### src/rtl/lfsr16_stepper_if.sv
// Control inputs and display/status outputs of the 16-bit LFSR stepper.
// The bench or controller uses the master modport. The stepper uses the slave modport.
interface lfsr16_stepper_if;
  logic        run_toggle;
  logic        step_req;
  logic        load;
  logic [15:0] seed;
  logic [15:0] lfsr_q;
  logic [3:0]  hex3;
  logic [3:0]  hex2;
  logic [3:0]  hex1;
  logic [3:0]  hex0;
  logic        running;
  logic        step_pulse;
  logic [15:0] step_cnt;
  logic        period_done;

  modport master (
    output run_toggle, step_req, load, seed,
    input  lfsr_q, hex3, hex2, hex1, hex0, running, step_pulse, step_cnt, period_done
  );

  modport slave (
    input  run_toggle, step_req, load, seed,
    output lfsr_q, hex3, hex2, hex1, hex0, running, step_pulse, step_cnt, period_done
  );
endinterface

### src/rtl/lfsr16_stepper.sv
// 16-bit maximal-length Fibonacci LFSR (x^16+x^14+x^13+x^11+1) for the hex display path.
// It steps from a prescaled tick while running, or once per request while paused.
module lfsr16_stepper #(
  parameter int unsigned TICK_DIV     = 50000000,
  parameter logic [15:0] DEFAULT_SEED = 16'hACE1
) (
  input logic             clk,
  input logic             rst,
  lfsr16_stepper_if.slave bus
);
  localparam int unsigned   PW         = (TICK_DIV > 1) ? $clog2(TICK_DIV) : 1;
  localparam logic [PW-1:0] PRESC_LAST = PW'(TICK_DIV - 1);

  logic [15:0]   q;
  logic [15:0]   start_val;
  logic [15:0]   step_cnt;
  logic [PW-1:0] prescaler;
  logic          running;
  logic          step_pulse;
  logic          period_done;
  logic          tick;
  logic          advance;
  logic [15:0]   seed_eff;
  logic [15:0]   q_next;

  // An all-zero state would lock up, so it recovers to the default seed.
  function automatic logic [15:0] lfsr_next(input logic [15:0] s);
    if (s == 16'h0000) return DEFAULT_SEED;
    return {s[14:0], s[15] ^ s[13] ^ s[12] ^ s[10]};
  endfunction

  always_comb begin
    tick     = running && (prescaler == PRESC_LAST);
    advance  = !bus.load && (tick || (!running && bus.step_req));
    seed_eff = (bus.seed == 16'h0000) ? DEFAULT_SEED : bus.seed;
    q_next   = lfsr_next(q);
  end

  always_ff @(posedge clk) begin
    if (rst) begin
      q           <= DEFAULT_SEED;
      start_val   <= DEFAULT_SEED;
      step_cnt    <= 16'd0;
      prescaler   <= '0;
      running     <= 1'b0;
      step_pulse  <= 1'b0;
      period_done <= 1'b0;
    end else begin
      step_pulse  <= 1'b0;
      period_done <= 1'b0;

      if (bus.run_toggle) running <= ~running;

      // The advance is decided on the pre-toggle running value. A toggle restarts the count.
      if (bus.run_toggle || bus.load || !running || tick) prescaler <= '0;
      else                                                prescaler <= prescaler + PW'(1);

      if (bus.load) begin
        q         <= seed_eff;
        start_val <= seed_eff;
        step_cnt  <= 16'd0;
      end else if (advance) begin
        q          <= q_next;
        step_pulse <= 1'b1;
        if (q_next == start_val) begin
          period_done <= 1'b1;
          step_cnt    <= 16'd0;
        end else begin
          step_cnt <= step_cnt + 16'd1;
        end
      end
    end
  end

  assign bus.lfsr_q      = q;
  assign bus.hex3        = q[15:12];
  assign bus.hex2        = q[11:8];
  assign bus.hex1        = q[7:4];
  assign bus.hex0        = q[3:0];
  assign bus.running     = running;
  assign bus.step_pulse  = step_pulse;
  assign bus.step_cnt    = step_cnt;
  assign bus.period_done = period_done;
endmodule

### src/flat_wrapper.sv
// flat-port wrapper written by rule: the top's interface ports become plain ports
module lfsr16_stepper_flat 
#(
  parameter int unsigned TICK_DIV     = 50000000,
  parameter logic [15:0] DEFAULT_SEED = 16'hACE1
)
  (clk, rst, bus_run_toggle, bus_step_req, bus_load, bus_seed, bus_lfsr_q, bus_hex3, bus_hex2, bus_hex1, bus_hex0, bus_running, bus_step_pulse, bus_step_cnt, bus_period_done);
  lfsr16_stepper_if bus_i ();
  input logic clk;
  input logic rst;
  input wire logic [$bits(bus_i.run_toggle)-1:0] bus_run_toggle;
  input wire logic [$bits(bus_i.step_req)-1:0] bus_step_req;
  input wire logic [$bits(bus_i.load)-1:0] bus_load;
  input wire logic [$bits(bus_i.seed)-1:0] bus_seed;
  output wire logic [$bits(bus_i.lfsr_q)-1:0] bus_lfsr_q;
  output wire logic [$bits(bus_i.hex3)-1:0] bus_hex3;
  output wire logic [$bits(bus_i.hex2)-1:0] bus_hex2;
  output wire logic [$bits(bus_i.hex1)-1:0] bus_hex1;
  output wire logic [$bits(bus_i.hex0)-1:0] bus_hex0;
  output wire logic [$bits(bus_i.running)-1:0] bus_running;
  output wire logic [$bits(bus_i.step_pulse)-1:0] bus_step_pulse;
  output wire logic [$bits(bus_i.step_cnt)-1:0] bus_step_cnt;
  output wire logic [$bits(bus_i.period_done)-1:0] bus_period_done;
  assign bus_i.run_toggle = bus_run_toggle;
  assign bus_i.step_req = bus_step_req;
  assign bus_i.load = bus_load;
  assign bus_i.seed = bus_seed;
  assign bus_lfsr_q = bus_i.lfsr_q;
  assign bus_hex3 = bus_i.hex3;
  assign bus_hex2 = bus_i.hex2;
  assign bus_hex1 = bus_i.hex1;
  assign bus_hex0 = bus_i.hex0;
  assign bus_running = bus_i.running;
  assign bus_step_pulse = bus_i.step_pulse;
  assign bus_step_cnt = bus_i.step_cnt;
  assign bus_period_done = bus_i.period_done;
  lfsr16_stepper #(.TICK_DIV(TICK_DIV), .DEFAULT_SEED(DEFAULT_SEED)) u_core (.clk(clk), .rst(rst), .bus(bus_i));
endmodule
### config.mk
export PLATFORM = sky130hd
export DESIGN_NAME = lfsr16_stepper_flat
export DESIGN_NICKNAME = d
export VERILOG_FILES = /design/src/rtl/lfsr16_stepper_if.sv /design/src/rtl/lfsr16_stepper.sv /design/src/flat_wrapper.sv
export SDC_FILE = /design/constraint.sdc
export NUM_CORES = 1
export LEC_CHECK = 0
export CORE_MARGIN = 4
export CORE_UTILIZATION = 35
export DETAILED_ROUTE_END_ITERATION = 10
export PLACE_DENSITY = 0.62
export REMOVE_ABC_BUFFERS = 1
export SETUP_SLACK_MARGIN = 0.05
export SYNTH_ARGS = -nofsm -noshare
export SYNTH_HDL_FRONTEND = slang
export SYNTH_SLANG_ARGS = --single-unit
### constraint.sdc
create_clock -name clk -period 7.1 [get_ports clk]
set_input_delay 1.42 -clock clk [delete_from_list [all_inputs] [get_ports clk]]
set_output_delay 1.42 -clock clk [all_outputs]
set_load 0.02 [all_outputs]
==> impl_metrics.env, run 1 <==
export IMPL_synthAdderAreaFrac=0.00652
export IMPL_grt_busiest_layer="met2"
export IMPL_die_area_mm2=0.0127
export IMPL_finalSetupViolations=0
export IMPL_syn2layout_area_growth_pct=22.6
export IMPL_clock_latency_ns=0.35
export IMPL_routed_wl_mm=9.38
export IMPL_leakage_nw=1.53
export IMPL_fin_tns_setup_ns=0
export IMPL_hp_class="reg -> reg"
export IMPL_critical_path_arrival_ns=4.00
export IMPL_critPathSlowestCell="or4_1"
export IMPL_die_w_um=113
export IMPL_gp_congestion=0.808
export IMPL_synth_top_area_share=0.402
export IMPL_crit_path_end="u_core.prescaler[22]"
export IMPL_startpoint="rst"
export IMPL_synth_area_leaders="dfxtp_1 40%, xnor2_1 8.9%, nor2_1 5.8%, o21ai_0 3.8%, buf_4 3.3%"
export IMPL_reg2reg_from="u_core.prescaler[0]"
export IMPL_synth_simple_gate_area_share=0.268
export IMPL_yosys_warnings=0
export IMPL_slowest_delay_ns=0.91
export IMPL_holdWs_ns=0.449
export IMPL_holdBufCountCts=0
export IMPL_clock_fmax_mhz=267
export IMPL_worst_clock_skew_ns=0.0154
export IMPL_r2r_slack_ns=3.78
export IMPL_num_nets_final=513
export IMPL_peakVddDrop_mv=0.103
export IMPL_tritoncts="built"
export IMPL_clock_sinks=77
export IMPL_rsz0062_at_grt="false"
export IMPL_synth_most_common_cell="dfxtp_1"
export IMPL_drt_vias_per_instance=5.18
export IMPL_post_cts_buffers=0
export IMPL_drt_first_pass_iters=4
export IMPL_start_util=0.365
export IMPL_route_detailed_drc=0
export IMPL_startpoint_type="primary input"
export IMPL_track_usage=0.150
export IMPL_root_buffer="clkbuf_8"
export IMPL_endpoint_kind="flop"
export IMPL_crit_chain="clkdlybuf4s50_1 -> or2_2 -> or4_1 -> a21oi_1"
export IMPL_synth_area_mm2=0.00384
export IMPL_synth_xor_area_share=0.114
export IMPL_cp_required_ns=7.36
export IMPL_r2r_end="u_core.bus.step_cnt[4]"
export IMPL_design_area_mm2=0.00470
export IMPL_synthMuxAreaShare=0.0297
export IMPL_ys_ff_latch=77
export IMPL_period_minus_slack_ns=3.74
export IMPL_synth_top_family_by_area="simple AND/OR/NAND/NOR gates"
export IMPL_outcome="complete, no violations"
export IMPL_maxCapViolations=0
export IMPL_hold_viol=0
export IMPL_synth_cell_type_count=50
export IMPL_cts_resized=0
export IMPL_ys_async_sr_fraction=0
export IMPL_synth_edf_count=0
export IMPL_drive_above_1_share=0.0828
export IMPL_placed_area_mm2=0.00453
export IMPL_grt_use_met3=0.0455
export IMPL_htreeDepth=3
export IMPL_finalPower_mw=0.927
export IMPL_diodes=0
export IMPL_clockBufferDepth=2
export IMPL_drtAntennaViolNets=0
export IMPL_drtIter0Drc=164
export IMPL_overflow=0
export IMPL_crit_type="in -> reg"
export IMPL_fill_cells=1030
export IMPL_core_mm2=0.0105
export IMPL_grt_pass1_vias=3308
export IMPL_utilization=0.448
export IMPL_dpl_hpwl_mm=6.68
export IMPL_worstMarginPinSlew_ns=1.05
export IMPL_die_h_um=113
export IMPL_use_met1=0.195
export IMPL_numCtsBuffers=9
export IMPL_clk_pin_slew_ns=0.08
export IMPL_maxSlewViolCount=0
export IMPL_crit_fanout=26
export IMPL_io_buffers=71
export IMPL_power_density_mw_per_mm2=197
export IMPL_antenna_found_initial=0
export IMPL_synth_ff_type="dfxtp_1"
export IMPL_rows=37
export IMPL_io_pins=72
export IMPL_wl_per_cell_um=14.9
export IMPL_yosysSeqAreaShare=0.402
export IMPL_grtUsageMet2=0.244
export IMPL_vias=3269
export IMPL_grt_max_degree=42
export IMPL_synthTopCellsByCount="77 x dfxtp_1, 59 x nor2_1, 39 x xnor2_1"
export IMPL_fin_crit_sh=0.527
export IMPL_syn_inst=441
export IMPL_r2r_worst_path_cells=7
export IMPL_yosys_area_top_type="dfxtp_1"
export IMPL_synth_compound_area_frac=0.113
export IMPL_grt_pass1_wl_mm=15.6
export IMPL_slew_headroom=0.292
export IMPL_avgSynthCellArea_um2=8.70
[cell type report]
cell class	count	area (µm²)	share of cell area
tap	136	170	0.0362
clock inverter	5	36.3	0.00771
multi-input combinational	315	2040	0.434
timing repair buffer	72	718	0.153
clock buffer	11	141	0.0301
inverter	15	56.3	0.0120
sequential	77	1540	0.328
[cells in the final DEF (no fill, tap or decap), types with 4 or more instances in the layout]
master           synthesis  final
a22o_1                   6      6
nand4_1                 16     16
nand3_1                  8      8
dfxtp_1                 77     77
o21ai_0                 29     29
a21oi_1                 14     14
inv_1                   15     15
xnor2_1                 39     39
or3_1                    8      8
nor4_1                  12     12
clkdlybuf4s50_1          0     71
nor3_1                  19     19
nor2_1                  59     59
clkbuf_8                 0     10
a2bb2oi_1                4      4
nand2_1                 23     23
nor3_2                  10     10
xor2_1                  11     11
mux2i_1                  8      8
and2_1                   4      4
[state kept, by name, indices dropped and copies added (netlist names)]
register,cells
u_core.prescaler,26
u_core.bus.lfsr_q,16
u_core.bus.step_pulse,1
u_core.start_val,16
u_core.bus.period_done,1
u_core.bus.step_cnt,16
u_core.bus.running,1
[worst min-delay path by stage]
stage / start / to / slack [ns] / depth (start not counted)
5_1_grt: u_core.prescaler[0] / u_core.prescaler[0] / 0.47 / 1
3_3_place_gp: u_core.prescaler[0] / u_core.prescaler[0] / 0.42 / 1
3_5_place_dp: u_core.prescaler[0] / u_core.prescaler[0] / 0.43 / 1
6_report: u_core.prescaler[0] / u_core.prescaler[0] / 0.45 / 1
2_1_floorplan: u_core.prescaler[0] / u_core.prescaler[0] / 0.42 / 1
4_1_cts: u_core.prescaler[0] / u_core.prescaler[0] / 0.45 / 1
[layer usage]
layer	up-vias	share of wire
met5	-	0
met4	0	0.011
met3	11	0.052
met2	92	0.46
met1	1528	0.47
li1	1638	-
[metrics by stage]
stage,std cells,worst slack [ns]
final,631,3.36
after CTS,631,3.38
after floorplan,407,3.72
after global routing,631,3.25
after detailed placement,615,3.01
after global placement,615,3.11
[worst max-delay path, delay by kind of cell]
kind	cells	cell delay [ns]
and+or+nand+nor	2	1.59
buffers and inverters	1	0.71
AOI/OAI and AO/OA	1	0.26
[power by group]
| part | switching [mW] | total [mW] | internal, mW |
|---|---|---|---|
| Sequential | 0.0259 | 0.473 | 0.448 |
| Clock | 0.164 | 0.300 | 0.137 |
| Combinational | 0.0796 | 0.154 | 0.0740 |
[kinds of logic after synthesis]
logic type	Yosys count
multiplexers	11
AND/OR/NAND/NOR	186
adder cells (fa/ha/maj)	2
flip-flops	77
XOR/XNOR	50
AO/OA/AOI/OAI	66
buffers and inverters	49
Power figures use the tool's default switching activity.
==> inputs of run 2 (changes only) <==
==> constraint.sdc (replaced) <==
create_clock -name clk -period 3.8 [get_ports clk]
set_input_delay 0.76 -clock clk [delete_from_list [all_inputs] [get_ports clk]]
set_output_delay 0.76 -clock clk [all_outputs]
set_load 0.02 [all_outputs]
==> impl_metrics.env, run 2 (synthesis results as in run 1) <==
export IMPL_outcome="complete, no violations"
export IMPL_grt_pass1_wl_mm=16.1
export IMPL_placed_area_mm2=0.00456
export IMPL_drt_first_pass_iters=4
export IMPL_p_seq_frac=0.472
export IMPL_rsz0062_at_grt="false"
export IMPL_startpoint="u_core.bus.lfsr_q[1]"
export IMPL_fin_crit_sh=0.758
export IMPL_dpl_hpwl_mm=6.82
export IMPL_largest_register="u_core.prescaler"
export IMPL_switching_power_mw=0.506
export IMPL_utilization=0.455
export IMPL_critical_path_arrival_ns=3.11
export IMPL_routed_wl_mm=9.42
export IMPL_final_common_cell="dfxtp_1"
export IMPL_reg2reg_from="u_core.bus.lfsr_q[1]"
export IMPL_overflow=0
export IMPL_maxSlewViolCount=0
export IMPL_hold_viol=0
export IMPL_io_buffers=71
export IMPL_crit_cells=7
export IMPL_vias=3286
export IMPL_final_cell_mix="77 x dfxtp_1, 71 x clkdlybuf4s50_1, 59 x nor2_1"
export IMPL_numCtsBuffers=9
export IMPL_crit_fanout=9
export IMPL_drtAntennaViolNets=0
export IMPL_track_usage=0.152
export IMPL_core_mm2=0.0105
export IMPL_diodes=0
export IMPL_r2r_slack_ns=0.92
export IMPL_design_area_mm2=0.00478
export IMPL_holdWs_ns=0.447
export IMPL_p_comb_frac=0.155
export IMPL_r2r_end="u_core.bus.step_cnt[7]"
export IMPL_largest_reg_flops=26
export IMPL_worstMarginPinSlew_ns=0.852
export IMPL_period_minus_slack_ns=2.88
export IMPL_num_nets_final=517
export IMPL_gp_congestion=0.812
export IMPL_cts_resized=0
export IMPL_startpoint_type="flop"
export IMPL_clock_fmax_mhz=347
export IMPL_root_buffer="clkbuf_8"
export IMPL_io_pins=72
export IMPL_endpoint_kind="flop"
export IMPL_start_util=0.365
export IMPL_crit_path_end="u_core.bus.step_cnt[7]"
export IMPL_slowest_delay_ns=0.70
export IMPL_internal_power_mw=1.37
export IMPL_route_detailed_drc=0
export IMPL_hp_class="reg -> reg"
export IMPL_clockBufferDepth=2
export IMPL_clk_pin_slew_ns=0.08
export IMPL_leakage_nw=1.57
export IMPL_drt_vias_per_instance=5.17
export IMPL_clock_latency_ns=0.35
export IMPL_drive_above_1_share=0.0902
export IMPL_cp_required_ns=4.03
export IMPL_grt_pass1_vias=3354
export IMPL_swShare=0.270
export IMPL_peakVddDrop_mv=0.230
export IMPL_finalSetupViolations=0
export IMPL_syn2layout_area_growth_pct=24.6
export IMPL_htreeDepth=3
export IMPL_crit_chain="nor4_1 -> a41oi_1 -> o32ai_1 -> nand4_1 -> nor4_4 -> buf_4 -> nor3_2"
export IMPL_wl_per_cell_um=14.8
export IMPL_slew_headroom=0.432
export IMPL_maxCapViolations=0
export IMPL_tritoncts="built"
export IMPL_r2r_worst_path_cells=7
export IMPL_die_h_um=113
export IMPL_fin_tns_setup_ns=0
export IMPL_drtIter0Drc=200
export IMPL_antenna_found_initial=0
export IMPL_worst_clock_skew_ns=0.0123
export IMPL_clkPwrFrac=0.373
export IMPL_holdBufCountCts=0
export IMPL_rows=37
export IMPL_post_cts_buffers=0
export IMPL_die_area_mm2=0.0127
export IMPL_critPathBufInv=1
export IMPL_critPathSlowestCell="nor4_1"
export IMPL_power_density_mw_per_mm2=391
export IMPL_grt_max_degree=41
export IMPL_die_w_um=113
export IMPL_clock_sinks=77
export IMPL_crit_type="reg -> reg"
export IMPL_critPathTopFamily="simple AND/OR/NAND/NOR gates"
==> run 2: area by class of cell <==
type	instances	area (µm²)
Timing Repair Buffer	76	748
Clock inverter	5	83.8
Tap cell	136	170
Fill cell	1011	5730
Inverter	15	56.3
Clock buffer	11	141
Sequential cell	77	1540
Multi-Input combinational cell	315	2040
==> run 2: worst reg2reg max path: cells and delay by family (launching register included) <==
kind | cells | cell delay (ns)
buffers and inverters | 1 | 0.30
DFF | 1 | 0.38
and+or+nand+nor | 4 | 1.54
AOI/OAI and AO/OA | 2 | 0.55
==> run 2: routing by layer <==
layer / vias up / track usage / share of wire
met5: - / 0 / 0
met3: 12 / 0.0433 / 0.043
met2: 93 / 0.241 / 0.45
li1: 1632 / - / -
met4: 0 / 0.0329 / 0.013
met1: 1549 / 0.207 / 0.50
==> run 2: per-stage QoR <==
stage                     std cells  total power, mW  setup WS (ns)
final                           635             1.87          0.919
after global placement          619             1.19          0.987
after global routing            635             1.95          0.669
after floorplan                 407             1.05          0.722
after detailed placement        619             1.19          0.907
after CTS                       635             1.89          0.921
==> run 2: how the worst min path moves through the flow <==
stage                         from                  end  cells past startpoint
3_3_place_gp   u_core.prescaler[0]  u_core.prescaler[0]                      1
5_1_grt        u_core.prescaler[0]  u_core.prescaler[0]                      1
2_1_floorplan  u_core.prescaler[0]  u_core.prescaler[0]                      1
3_5_place_dp   u_core.prescaler[0]  u_core.prescaler[0]                      1
4_1_cts        u_core.prescaler[0]  u_core.prescaler[0]                      1
6_report       u_core.prescaler[0]  u_core.prescaler[0]                      1
==> run 2: power by group through the flow <==
| stage | sequential [mW] | combinational (mW) | clock, mW |
|---|---|---|---|
| 2_1_floorplan | 0.929 | 0.125 | 0 |
| 5_1_grt | 0.890 | 0.316 | 0.747 |
| 3_3_place_gp | 0.901 | 0.289 | 0 |
| 6_report | 0.884 | 0.289 | 0.698 |
| 4_1_cts | 0.884 | 0.290 | 0.716 |
| 3_5_place_dp | 0.902 | 0.289 | 0 |
